$ cat src/rtl/sram_controller.sv
// sram_controller: memory-stage responder that splits each 32-bit word access
// into two sequential halfword accesses (low, then high) of an external 16-bit
// asynchronous SRAM. ready is held low while an access is in flight.
// Optional macro SRAM_ADDR_CHECK_EN: reject out-of-range or misaligned requests
// (no SRAM strobe, addr_err=1 in DONE). Without it, addr_err is tied to 0 and
// the word index wraps modulo the SRAM size.
module sram_controller #(
  parameter logic [31:0] BASE_ADDR   = 32'd1024,
  parameter int          SRAM_ADDR_W = 18,
  parameter int          WAIT_CYCLES = 1
) (
  input  logic                   clk,
  input  logic                   rst,
  input  logic                   wr_en,
  input  logic                   rd_en,
  input  logic [31:0]            address,
  input  logic [31:0]            write_data,
  output logic [31:0]            read_data,
  output logic                   ready,
  output logic [SRAM_ADDR_W-1:0] sram_addr,
  output logic [15:0]            sram_dq_out,
  input  logic [15:0]            sram_dq_in,
  output logic                   sram_dq_oe,
  output logic                   sram_we_n,
  output logic                   addr_err
);

  localparam int IDX_W = SRAM_ADDR_W - 1;
  localparam int CNT_W = (WAIT_CYCLES > 0) ? $clog2(WAIT_CYCLES + 1) : 1;
  localparam logic [CNT_W-1:0] LAST_CNT = CNT_W'(WAIT_CYCLES);

  localparam logic [1:0] S_IDLE = 2'd0;
  localparam logic [1:0] S_LOW  = 2'd1;
  localparam logic [1:0] S_HIGH = 2'd2;
  localparam logic [1:0] S_DONE = 2'd3;

  logic [1:0]             r_state;
  logic [CNT_W-1:0]       r_cnt;
  logic                   r_wr;
  logic [IDX_W-1:0]       r_idx;
  logic [15:0]            r_wdata_hi;
  logic [31:0]            r_rdata;
  logic [SRAM_ADDR_W-1:0] r_sram_addr;
  logic [15:0]            r_dq_out;
  logic                   r_dq_oe;
  logic                   r_we_n;

  logic [31:0]      w_offset;
  logic [IDX_W-1:0] w_idx;
  logic             w_req;
  logic             w_last;
  logic             w_reject;
  logic             w_unused_bits;

  // Word index is the byte offset from BASE_ADDR, truncated so accesses wrap.
  assign w_offset      = address - BASE_ADDR;
  assign w_idx         = w_offset[IDX_W+1:2];
  assign w_req         = rd_en | wr_en;
  assign w_last        = (r_cnt == LAST_CNT);
  assign w_unused_bits = ^{w_offset[31:IDX_W+2], w_offset[1:0]};

  assign ready       = ~w_req | (r_state == S_DONE);
  assign read_data   = r_rdata;
  assign sram_addr   = r_sram_addr;
  assign sram_dq_out = r_dq_out;
  assign sram_dq_oe  = r_dq_oe;
  assign sram_we_n   = r_we_n;

`ifdef SRAM_ADDR_CHECK_EN
  logic r_err;

  assign w_reject = (address < BASE_ADDR) | (address[1:0] != 2'b00) |
                    (|w_offset[31:IDX_W+2]);
  assign addr_err = r_err;

  // Error flag is raised for exactly the DONE cycle of a rejected request.
  always_ff @(posedge clk or negedge rst) begin
    if (!rst)                                       r_err <= 1'b0;
    else if (r_state == S_IDLE && w_req && w_reject) r_err <= 1'b1;
    else if (r_state == S_DONE)                      r_err <= 1'b0;
  end
`else
  assign w_reject = 1'b0;
  assign addr_err = 1'b0;
`endif

  // Main FSM; SRAM pins are registered and updated on the edge that enters each
  // phase so they are stable for the whole phase.
  always_ff @(posedge clk or negedge rst) begin
    if (!rst) begin
      r_state     <= S_IDLE;
      r_cnt       <= '0;
      r_wr        <= 1'b0;
      r_idx       <= '0;
      r_wdata_hi  <= '0;
      r_rdata     <= '0;
      r_sram_addr <= '0;
      r_dq_out    <= '0;
      r_dq_oe     <= 1'b0;
      r_we_n      <= 1'b1;
    end else begin
      case (r_state)
        S_IDLE: begin
          if (w_req) begin
            r_cnt <= '0;
            if (w_reject) begin
              r_state <= S_DONE;
            end else begin
              r_state     <= S_LOW;
              r_wr        <= wr_en;
              r_idx       <= w_idx;
              r_wdata_hi  <= write_data[31:16];
              r_sram_addr <= {w_idx, 1'b0};
              r_dq_out    <= write_data[15:0];
              r_dq_oe     <= wr_en;
              r_we_n      <= ~wr_en;
            end
          end
        end
        S_LOW: begin
          if (w_last) begin
            r_cnt       <= '0;
            r_state     <= S_HIGH;
            r_sram_addr <= {r_idx, 1'b1};
            r_dq_out    <= r_wdata_hi;
            if (!r_wr) r_rdata[15:0] <= sram_dq_in;
          end else begin
            r_cnt <= r_cnt + 1'b1;
          end
        end
        S_HIGH: begin
          if (w_last) begin
            r_cnt   <= '0;
            r_state <= S_DONE;
            r_dq_oe <= 1'b0;
            r_we_n  <= 1'b1;
            if (!r_wr) r_rdata[31:16] <= sram_dq_in;
          end else begin
            r_cnt <= r_cnt + 1'b1;
          end
        end
        default: begin
          r_state <= S_IDLE;
        end
      endcase
    end
  end

endmodule

$ cat config.mk
export PLATFORM = sky130hd
export DESIGN_NAME = sram_controller
export DESIGN_NICKNAME = d
export VERILOG_FILES = /design/src/rtl/sram_controller.sv
export SDC_FILE = /design/constraint.sdc
export NUM_CORES = 1
export LEC_CHECK = 0
export CAP_MARGIN = 20
export CORE_MARGIN = 2
export CORE_UTILIZATION = 30
export DETAILED_ROUTE_END_ITERATION = 6
export GPL_ROUTABILITY_DRIVEN = 0
export PLACE_DENSITY = 0.53
export SETUP_SLACK_MARGIN = 0.3
export SLEW_MARGIN = 20
export SYNTH_ARGS = -nofsm -noshare
export SYNTH_HDL_FRONTEND = slang
export SYNTH_SLANG_ARGS = --single-unit
$ cat constraint.sdc
create_clock -name clk -period 2.1 [get_ports clk]
set_clock_uncertainty 0.05 [all_clocks]
set_input_delay 0.315 -clock clk [delete_from_list [all_inputs] [get_ports clk]]
set_output_delay 0.315 -clock clk [all_outputs]
set_load 0.01 [all_outputs]
==> out/results.txt, run 1 <==
The final critical-path required period works out to 1.80 ns. The share of flip-flops with an asynchronous set or reset after synthesis works out to 1.00. Yosys printed 0 warnings. The detailed-router iteration count before antenna repair is 4, and the standard-cell row count is 44.

The min-delay analysis places its worst path in the category reg2reg. Setup repair after global routing could not meet its margin everywhere. The logs give 0 for the final hold violation count and 17.2 mm for the global-route wire length before repair. The share of post-route cells with drive strength above 1 was 0.251. The signal on the critical path passes through inv_2 -> ha_4 -> or3b_4 -> o21ai_4 -> buf_12 -> clkbuf_16 -> nand2_4 -> o211ai_1. Synthesis handed over a netlist of 357 instances.

After synthesis, the cell types taking the most area are sky130_fd_sc_hd__dfrtp_1 (58%), sky130_fd_sc_hd__mux2_2 (15%), sky130_fd_sc_hd__mux2i_1 (5.6%). 0 antenna diodes ended up in the layout. Adding up every negative setup slack in the final design gives 0 ns.

After legalization and detailed placement, the total HPWL measured 7.61 mm. The element type at the critical path start is a register. Counting along the longest clock path gives a buffer depth of 2. The transition time of the tightest slew-check pin is 0.551 ns, and the max capacitance violation total is 0. The number of clock buffers added by TritonCTS is 9.

The starting utilization of the core area was 0.307; the register cell area after layout was 0.00263 mm^2. The path depth of the worst reg2reg path works out to 8. For hold timing, the worst endpoint is sram_dq_out[4].

The worst-case setup margin in the final layout came out at 0.301 ns. The xor and xnor area share after synthesis is 0.0137. The cell at the root of the clock tree was sky130_fd_sc_hd__clkbuf_16. The reg-to-reg endpoint was sram_addr[14].

Setup violations remaining at the end of the flow were counted as 0. At the worst endpoint, the required time is 2.32 ns. The count of flip-flops with a built-in enable after synthesis was 0. The flow ran to the end, and the final reports show no timing, DRC or antenna violations.

The worst relative slew slack is 0.633. The tools report the number of I/O pins as 154. The critical path's slowest cell was sky130_fd_sc_hd__or3b_4. The number of vias per cell is 4.58, and the overall track demand over capacity in global routing is 0.138. Data arrives at the worst endpoint at 2.01 ns.

The tools report the worst reg2reg path startpoint as r_state[1]. The run gives 0.35 ns as the source-to-sink clock delay at the later pin of the worst-skew pair. The maximum net fanout on the critical path is 8, and the post-synthesis net count is 446.

The fill cell total of the finished layout is 1,311. In this design, the stage delay of the slowest critical-path cell is 0.43 ns. Y dimension of the die: 126 um. The clock-pin slew on the worst setup and hold paths was 0.07 ns; the number of sinks on the clock net was 105.

The count of final max-slew check failures came out at 0. The die width was 126 um; the count of H-tree levels built during CTS was 3. In the routed design, unresolved DRC markers number 0. The power per cell area works out to 1550 mW/mm^2.

The main combinational cell family by area after synthesis is multiplexers. The cell count of the worst hold path is 2. At the end of the flow, the number of nets in the layout was 602. The worst setup slack after placement was 0.100 ns; the compound-cell area share of the yosys netlist was 0.0789. Kind of critical path: reg2reg. The synthesized area divided by synthesized cell count came out at 12.6 um^2. The worst setup path is captured at a register.

For the register-to-register setup slack, the log shows 0.30 ns. The run gives 0.00181 mm^2 as the multi-input gate area in the final layout. The via count of the first global-routing pass is 3,243.

Port buffering added 137 buffers. Portion of netlist area occupied by mux cells: 0.205. The total area inside the core boundary comes to 0.0146 mm^2. The most critical setup path has its startpoint at r_state[1]. The period utilization was 0.857; the aggregate routed wire length was 11.3 mm. The startpoint identified for the worst hold timing path is sram_dq_out[4].

The peak supply drop is 0.636 mV, and the highest achievable clock rate is 556 MHz. Ranked by instance count, the synthesized netlist is headed by sky130_fd_sc_hd__dfrtp_1 (104), sky130_fd_sc_hd__mux2_2 (58), sky130_fd_sc_hd__nand2_1 (44). Entering global routing, the biggest net connects 65 pins.

For this design the static power due to leakage is 0.00281 uW. TritonCTS built the clock tree. The tools report the area enclosed by the die boundary as 0.0159 mm^2.

The number of different library cells in the post-synthesis netlist came out at 40. The cell with the most instances after synthesis was sky130_fd_sc_hd__dfrtp_1. In this run the remaining antenna-violating nets after routing total 0. The initial antenna violation count came out at 1.

The most used flip-flop cell after synthesis is sky130_fd_sc_hd__dfrtp_1. The area growth from synthesis to layout works out to 48.8%. The cell area that synthesis handed to floorplanning was 0.00449 mm^2. Dividing the detail-routed wire length by the instance count gives 16.1 um. The fraction of the mapped netlist area in simple logic gates is 0.0664, and the post-synthesis register bit count is 105.

The detailed router finished its first iteration with 54 violations. The sum of overflow across all layers after global routing is 0, and the number of vias after detailed routing is 3,218. sky130_fd_sc_hd__dfrtp_1 takes more of the synthesized area than any other cell. The fraction of post-synthesis cell area in the top cell type by area was 0.580; the synthesized-area fraction occupied by adder cells was 0.0139.

The sequential area share after synthesis was 0.586.
-- registers in the layout (all words and copies together), names as in the netlist --
register,cells
r_cnt,1
r_idx,17
r_state,2
r_wdata_hi,16
r_wr,1
read_data,32
sram_addr,18
sram_dq_oe,1
sram_dq_out,16
sram_we_n,1
-- worst max path at each step --
stage	endpoint	slack (ns)	cells past startpoint
after floorplan	sram_addr[12]	0.32	6
after global placement	sram_addr[12]	0.10	4
after detailed placement	sram_addr[4]	0.10	5
after CTS	read_data[1]	0.25	6
after global routing	sram_addr[17]	0.22	8
final	sram_addr[14]	0.30	8
-- metrics by stage --
step	instance area [um^2]	total power (uW)	utilization	std cells	hold slack [ns]
after floorplan	4490	6060	-	357	-0.0306
after global placement	6150	8120	0.422	676	0.298
after detailed placement	6150	8220	0.422	676	0.303
after CTS	6450	9850	0.442	695	0.437
after global routing	6680	11100	0.458	702	0.457
final	6680	10400	0.458	702	0.432
-- placed cells by master, fill, tap and decap left out, types with 3 or more instances in the layout --
cell,n
sky130_fd_sc_hd__clkdlybuf4s50_1,134
sky130_fd_sc_hd__dfrtp_1,103
sky130_fd_sc_hd__mux2_2,58
sky130_fd_sc_hd__nand2_1,38
sky130_fd_sc_hd__o21ai_0,29
sky130_fd_sc_hd__mux2i_1,25
sky130_fd_sc_hd__buf_4,15
sky130_fd_sc_hd__clkbuf_16,12
sky130_fd_sc_hd__nor2_1,8
sky130_fd_sc_hd__o21ai_1,8
sky130_fd_sc_hd__o21ai_2,6
sky130_fd_sc_hd__a21oi_1,6
sky130_fd_sc_hd__buf_12,6
sky130_fd_sc_hd__inv_1,5
sky130_fd_sc_hd__xnor2_1,4
sky130_fd_sc_hd__nand2_4,4
sky130_fd_sc_hd__xor2_1,3
sky130_fd_sc_hd__nand3_1,3
sky130_fd_sc_hd__clkinv_2,3
-- power by group --
group	internal, uW	switching (uW)	leakage (uW)
Combinational	2970	2200	0.00142
Sequential	3070	554	0.00126
Clock	802	770	0.000131
-- critical path: cells and delay by family (launching register included) --
| kind | cells | cell delay, ns |
|---|---|---|
| compound gates | 2 | 0.16 |
| fa+ha+maj | 1 | 0.15 |
| buf+inv | 3 | 0.45 |
| flops | 1 | 0.42 |
| simple gates | 2 | 0.47 |
-- metal layers --
metal	vias to the layer above	share of wire	track usage
met1	1550	0.48	0.186
met5	-	0.0011	0
met2	96	0.45	0.215
met3	14	0.052	0.0370
li1	1556	-	-
met4	2	0.015	0.0504
-- logic make-up after synthesis --
logic type	after synthesis
xor gates and xnor gates	7
and+or+nand+nor	68
muxes	84
DFF	105
AOI/OAI and AO/OA	61
buffers and inverters	26
adders and majority gates	5
other	1
-- final cells by class --
| cell class | instances | share of cell area |
|---|---|---|
| Inverter | 7 | 0.00394 |
| Timing Repair Buffer | 164 | 0.256 |
| Sequential cell | 105 | 0.394 |
| Multi-Input combinational cell | 226 | 0.270 |
| Clock buffer | 9 | 0.0337 |
| Clock inverter | 7 | 0.00712 |
| Tap cell | 184 | 0.0345 |
-- timing repair --
item	4_1_cts	5_1_grt
hold buffers	1	0
buffers inserted	2	3
endpoints found under the hold margin	64	0
pin swaps	1	11
gates resized for setup	7	39
endpoints found under the setup margin	36	67
gates cloned	0	4
No activity file was read; power rests on OpenSTA's default activity.
==> run 2: changes to the inputs <==
--- a/config.mk
+++ b/config.mk
@@ -6,7 +6,6 @@
 export NUM_CORES = 1
 export LEC_CHECK = 0
 export CAP_MARGIN = 20
-export CORE_MARGIN = 2
 export CORE_UTILIZATION = 30
 export DETAILED_ROUTE_END_ITERATION = 6
 export GPL_ROUTABILITY_DRIVEN = 0
==> out/results.txt, run 2 (synthesis gave the netlist of run 1 again) <==
The run gives 2 (unchanged) as the buffer depth of the longest clock path. Final antenna-violating net count: 0 (unchanged). For the sum of negative setup slack, the log shows 0 ns (unchanged).

The number of sinks on the clock net is 105 (unchanged). The count of H-tree levels built during CTS was 3 (unchanged). The detailed-router iteration count before antenna repair was 4 (unchanged); the die width was 124 um (was 126 um). For the total of endpoints with negative setup slack in the final report, the log shows 0 (unchanged).

The area growth from synthesis to layout works out to 47.7% (was 48.8%). The run gives 0 (unchanged) as the count of final max-slew check failures. The run gives 571 MHz (was 556 MHz) as the highest achievable clock rate.

The most common cell after layout, fill and taps aside is sky130_fd_sc_hd__clkdlybuf4s50_1 (unchanged). The peak supply drop is 0.655 mV (was 0.636 mV), and the starting utilization of the core area is 0.309 (was 0.307). For the number of inserted diodes, the log shows 0 (unchanged).

The mean routed wirelength per cell came out at 15.4 um (was 16.1 um). Setup repair after global routing could not meet its margin everywhere. The transition time of the tightest slew-check pin was 0.578 ns (was 0.551 ns). Kind of critical path: reg2reg (unchanged). The logs give 17.7 mm (was 17.2 mm) for the global-route wire length before repair and 7.66 mm (was 7.61 mm) for the half-perimeter wire length after detailed placement.

The count of buffers from port buffering is 137 (unchanged). The logs give 9 (unchanged) for the total CTS buffers and 602 (unchanged) for the final-stage net count. The worst hold-check path type is reg2reg (unchanged). The power per cell area is 1540 mW/mm^2 (was 1550 mW/mm^2). Critical path capture point type: a register (unchanged). The source-to-sink clock delay at the later pin of the worst-skew pair is 0.34 ns (was 0.35 ns).

The final critical-path required period is 1.75 ns (was 1.80 ns). The run gives 3,461 (was 3,243) as the via count of the first global-routing pass. The DRC violation count after routing was 0 (unchanged).

The tools report the number of vias after detailed routing as 3,246 (was 3,218). The run gives 0 (was 1) as the initial antenna violation count. The tools report the element type at the critical path start as a register (unchanged). The share of post-route cells with drive strength above 1 came out at 0.224 (was 0.251). The aggregate routed wire length was 10.8 mm (was 11.3 mm); the clock-pin slew on the worst setup and hold paths was 0.07 ns (about the same).

The core footprint is 0.0145 mm^2 (was 0.0146 mm^2). TritonCTS built the clock tree. The y dimension of the die was 124 um (was 126 um).

Most used cells in the layout excluding fill and tap cells: sky130_fd_sc_hd__clkdlybuf4s50_1 (134), sky130_fd_sc_hd__dfrtp_1 (104), sky130_fd_sc_hd__mux2_2 (58), sky130_fd_sc_hd__nand2_1 (44), sky130_fd_sc_hd__o21ai_0 (39) (was sky130_fd_sc_hd__clkdlybuf4s50_1 (134), sky130_fd_sc_hd__dfrtp_1 (103), sky130_fd_sc_hd__mux2_2 (58), sky130_fd_sc_hd__nand2_1 (38), sky130_fd_sc_hd__o21ai_0 (29)). The overall track demand over capacity in global routing came out at 0.146 (was 0.138). The number of vias per cell was 4.62 (was 4.58). The max capacitance violation total was 0 (unchanged); the pin count of the biggest net entering global routing was 44 (was 65). The worst hold slack was 0.429 ns (was 0.432 ns); the period utilization was 0.834 (was 0.857).

The area enclosed by the die boundary was 0.0154 mm^2 (was 0.0159 mm^2); the arrival time at the worst endpoint was 1.96 ns (was 2.01 ns). The sum of overflow across all layers after global routing is 0 (unchanged), and the maximum net fanout on the critical path is 15 (was 8). The leakage power summed over all cells is 0.00278 uW (was 0.00281 uW), and the final hold violation count is 0 (unchanged).

The flow ran to the end, and the final reports show no timing, DRC or antenna violations. The first-iteration detailed-routing DRC count was 130 (was 54). The number of I/O pins was 154 (unchanged); the number of flip-flops under the largest register name was 32 (unchanged). The tools report the worst endpoint required time as 2.31 ns (was 2.32 ns). Cell at the root of the clock tree: sky130_fd_sc_hd__clkbuf_16 (unchanged). The tools report the standard-cell row count as 44 (unchanged).

The worst relative slew slack is 0.615 (was 0.633).
-- run 2: cell count changes in the layout (fill, tap and decap cells not counted), sizes merged --
cell and change:
buf +2, clkbuf +1, clkinvlp -1, bufinv +1, inv +1, clkinv -4
-- run 2: final timing paths --
| kind | startpoint | end | depth (start not counted) | slack [ns] |
|---|---|---|---|---|
| max | r_state[0] | sram_addr[14] | 8 | 0.35 |
| min | sram_addr[8] | sram_addr[8] | 2 | 0.43 |
| max reg2reg | r_state[0] | sram_addr[14] | 8 | 0.35 |
| min reg2reg | sram_addr[8] | sram_addr[8] | 2 | 0.43 |
| max in group asynchronous | rst | read_data[16] | 3 | 0.85 |
| min in group asynchronous | rst | read_data[14] | 2 | 0.47 |
-- run 2: layout make-up --
type / count / area (um^2)
clock inverter: 4 / 51.3
inverter: 7 / 26.3
fill: 1362 / 7910
timing repair buffer: 164 / 1690
clock buffer: 12 / 246
multi-input combinational: 226 / 1750
tap: 184 / 230
sequential: 105 / 2630
-- run 2: repair_timing --
item	CTS	global route
hold buffers	1	0
hold endpoints to repair	39	0
setup buffers	2	3
gates cloned	0	1
setup endpoints to repair	36	55
gates resized for setup	6	22
pin swaps	1	1
-- run 2: stage by stage --
stage          instances  utilization  worst slack [ns]  total power, uW  instance area [um^2]
2_1_floorplan        357            -             0.319             6060                  4490
3_3_place_gp         679        0.424            0.0971             8130                  6160
3_5_place_dp         679        0.424            0.0980             8250                  6160
4_1_cts              698        0.447             0.216            10000                  6490
5_1_grt              702        0.456             0.268            10900                  6630
6_report             702        0.456             0.350            10200                  6630
-- run 2: worst max-delay path: stages, from the launching register on --
cell                       delay [ns]
sky130_fd_sc_hd__dfrtp_1         0.42
sky130_fd_sc_hd__inv_2           0.10
sky130_fd_sc_hd__ha_4            0.14
sky130_fd_sc_hd__or3b_4          0.43
sky130_fd_sc_hd__o21ai_4         0.09
sky130_fd_sc_hd__buf_12          0.14
sky130_fd_sc_hd__buf_12          0.14
sky130_fd_sc_hd__nand2_1         0.06
sky130_fd_sc_hd__o211ai_1        0.09
-- run 2: report_power, final --
group	total [uW]	internal [uW]	switching, uW	leakage (uW)
Sequential	3600	3070	534	0.00126
Clock	1700	961	738	0.000143
Combinational	4890	2830	2060	0.00138
-- run 2: metal layers --
| layer | track usage | share of wire |
|---|---|---|
| met5 | 0 | 0 |
| met3 | 0.0434 | 0.045 |
| met4 | 0.0468 | 0.017 |
| met2 | 0.251 | 0.51 |
| met1 | 0.173 | 0.43 |
==> run 3: changes to the inputs <==
==> constraint.sdc (replaced) <==
create_clock -name clk -period 1.8 [get_ports clk]
set_clock_uncertainty 0.05 [all_clocks]
set_input_delay 0.27 -clock clk [delete_from_list [all_inputs] [get_ports clk]]
set_output_delay 0.27 -clock clk [all_outputs]
set_load 0.01 [all_outputs]
==> out/results.txt, run 3 (synthesis gave the netlist of run 1 again) <==
The run finished with clean final reports. The logs give 0 (unchanged) for the DRC violation count after routing and 0 (unchanged) for the total of endpoints with negative setup slack in the final report. Transition time of the tightest slew-check pin: 0.611 ns (was 0.578 ns).

The worst setup slack after placement is -0.186 ns (was 0.0980 ns), and the overall track demand over capacity in global routing is 0.152 (was 0.146). TritonCTS built the clock tree. The first-iteration detailed-routing DRC count came out at 128 (was 130).

Peak supply drop: 0.684 mV (was 0.655 mV). The period utilization works out to 0.982 (was 0.834). The critical path's top delay family is buffers and inverters (was simple AND/OR/NAND/NOR gates). The initial antenna violation count is 0 (unchanged). For the aggregate routed wire length, the log shows 11.8 mm (was 10.8 mm). The die width was 124 um (unchanged); the highest achievable clock rate was 566 MHz (was 571 MHz).

The tools report the reg-to-reg endpoint as sram_addr[4] (was sram_addr[14]). The number of flip-flops under the largest register name is 32 (unchanged), and the final design instance area without fill is 0.00718 mm^2 (was 0.00663 mm^2). The half-perimeter wire length after detailed placement is 7.59 mm (was 7.66 mm), and the y dimension of the die is 124 um (unchanged). The number of vias per cell is 4.72 (was 4.62), and the share of post-route cells with drive strength above 1 is 0.319 (was 0.224). The count of buffers from port buffering was 137 (unchanged); the number of vias after detailed routing was 3,433 (was 3,246). Cell count of the worst hold path: 2 (unchanged). The worst relative slew slack is 0.592 (was 0.615). The startpoint of the tightest hold check path is sram_addr[5] (was sram_addr[8]).

The sum of overflow across all layers after global routing is 0 (unchanged). Worst-path cell chain: inv_2 -> ha_4 -> or3b_4 -> o21ai_4 -> buf_12 -> clkbuf_16 -> o21ai_1 (was inv_2 -> ha_4 -> or3b_4 -> o21ai_4 -> buf_12 -> buf_12 -> nand2_1 -> o211ai_1). The run gives 0.494 (was 0.456) as the final design utilization.

The kind of critical path is reg2reg (unchanged). Most used cells in the layout excluding fill and tap cells: sky130_fd_sc_hd__dfrtp_1 (104), sky130_fd_sc_hd__clkdlybuf4s50_1 (67), sky130_fd_sc_hd__dlygate4sd2_1 (67), sky130_fd_sc_hd__mux2_4 (43), sky130_fd_sc_hd__o21ai_1 (31) (was sky130_fd_sc_hd__clkdlybuf4s50_1 (134), sky130_fd_sc_hd__dfrtp_1 (104), sky130_fd_sc_hd__mux2_2 (58), sky130_fd_sc_hd__nand2_1 (44), sky130_fd_sc_hd__o21ai_0 (39)). The core footprint is 0.0145 mm^2 (unchanged), and the peak per-stage delay on the critical path is 0.43 ns (about the same). The run gives 1.95 ns (was 1.96 ns) as the arrival time at the worst endpoint. The starting utilization of the core area is 0.309 (unchanged). Max capacitance violation total: 0 (unchanged). The run gives 106 (was 44) as the pin count of the biggest net entering global routing. The critical path capture point type is a register (unchanged). The standard-cell row count came out at 44 (unchanged). For the worst-case setup margin in the final layout, the log shows 0.0317 ns (was 0.350 ns). Worst hold-check path type: reg2reg (unchanged). The mean routed wirelength per cell works out to 16.3 um (was 15.4 um). The number of inserted diodes was 0 (unchanged).

The placed standard-cell area was 0.00631 mm^2 (was 0.00616 mm^2). The clock-pin slew on the worst setup and hold paths works out to 0.07 ns (about the same). The buffer depth of the longest clock path came out at 2 (unchanged). The element type at the critical path start is a register (unchanged).

The area growth from synthesis to layout came out at 60.0% (was 47.7%). Setup repair after global routing could not meet its margin everywhere. Worst reg2reg path startpoint: r_state[1] (was r_state[0]). The critical path's slowest cell is sky130_fd_sc_hd__or3b_4 (unchanged). Power per cell area: 1790 mW/mm^2 (was 1540 mW/mm^2). The run gives 3 (unchanged) as the count of H-tree levels built during CTS. The source-to-sink clock delay at the later pin of the worst-skew pair came out at 0.35 ns (was 0.34 ns).

The sum of negative setup slack came out at 0 ns (unchanged). The most common cell after layout, fill and taps aside was sky130_fd_sc_hd__dfrtp_1 (was sky130_fd_sc_hd__clkdlybuf4s50_1). The area enclosed by the die boundary was 0.0154 mm^2 (unchanged); the via count of the first global-routing pass was 3,469 (was 3,461).

The maximum net fanout on the critical path was 10 (was 15); the final critical-path required period was 1.77 ns (was 1.75 ns). The number of I/O pins was 154 (unchanged). For the global-route wire length before repair, the log shows 18.4 mm (was 17.7 mm). The cell at the root of the clock tree is sky130_fd_sc_hd__clkbuf_16 (unchanged). The final hold violation count is 0 (unchanged), and the number of sinks on the clock net is 105 (unchanged). Endpoint with the worst hold slack: sram_addr[5] (was sram_addr[8]). The path depth of the worst reg2reg path is 7 (was 8), and the worst hold slack is 0.432 ns (was 0.429 ns).

The buffers plus inverters on the worst setup path was 3 (unchanged). The final-stage net count was 627 (was 602). The register-to-register setup slack was 0.03 ns (was 0.35 ns); the leakage power summed over all cells was 0.00333 uW (was 0.00278 uW).

For the worst endpoint required time, the log shows 1.98 ns (was 2.31 ns). The critical path startpoint is r_state[1] (was r_state[0]). The tools report the total CTS buffers as 9 (unchanged). The detailed-router iteration count before antenna repair was 4 (unchanged).

The final antenna-violating net count was 0 (unchanged); the count of final max-slew check failures was 0 (unchanged).
[run 3: changes by cell type in the layout (fill, tap and decap cells not counted), sizes merged]
cell / before / now
inv: 8 / 7
buf: 27 / 50
clkinvlp: 1 / 2
dlygate4sd2: 1 / 67
clkinv: 1 / 2
clkdlybuf4s50: 134 / 67
bufinv: 1 / 0
clkdlybuf4s15: 0 / 1
clkbuf: 13 / 15
[run 3: cell type report]
cell class,count,area (um^2)
Timing Repair Buffer,189,1960
Clock buffer,12,246
Inverter,7,26.3
Multi-Input combinational cell,226,2050
Fill cell,1357,7360
Tap cell,184,230
Sequential cell,105,2630
Clock inverter,4,28.8
[run 3: report_power, final]
part           internal [uW]  total [uW]  switching (uW)
sequential              3580        4250             669
clock                    978        1850             873
combinational           3860        6740            2870
total                   8420       12800            4420
[run 3: layer usage]
layer | GRT usage | share of wire | vias up | routed length, um
met3 | 0.0417 | 0.037 | 18 | 437
met1 | 0.189 | 0.44 | 1742 | 5250
met5 | 0 | 0 | - | 0
met2 | 0.253 | 0.50 | 72 | 5920
met4 | 0.0539 | 0.018 | 0 | 217
li1 | - | - | 1601 | -
[run 3: worst min-delay path, delay by kind of cell, from the launching register on]
family          cells  cell delay [ns]
flops               1             0.34
compound gates      1             0.06
simple gates        1             0.05
[run 3: repair_timing]
| item | CTS | global route |
|---|---|---|
| buffers inserted | 6 | 7 |
| resized for setup | 105 | 83 |
| hold buffers | 1 | 0 |
| gates cloned | 4 | 2 |
| hold endpoints to repair | 104 | 0 |
| setup endpoints to repair | 170 | 103 |
| pin swaps | 8 | 12 |
[run 3: worst max-delay path by stage]
stage                endpoint  depth (start not counted)  slack, ns
6_report         sram_addr[4]                          7       0.03
5_1_grt        sram_dq_out[7]                          8      -0.03
4_1_cts                 ready                          3       0.04
3_5_place_dp            ready                          4      -0.19
3_3_place_gp            ready                          4      -0.19
2_1_floorplan   sram_addr[12]                          6       0.08
[run 3: through the flow]
stage | cells | total power [uW]
2_1_floorplan | 357 | 7250
3_3_place_gp | 691 | 9830
3_5_place_dp | 691 | 9980
4_1_cts | 718 | 11900
5_1_grt | 727 | 13700
6_report | 727 | 12800
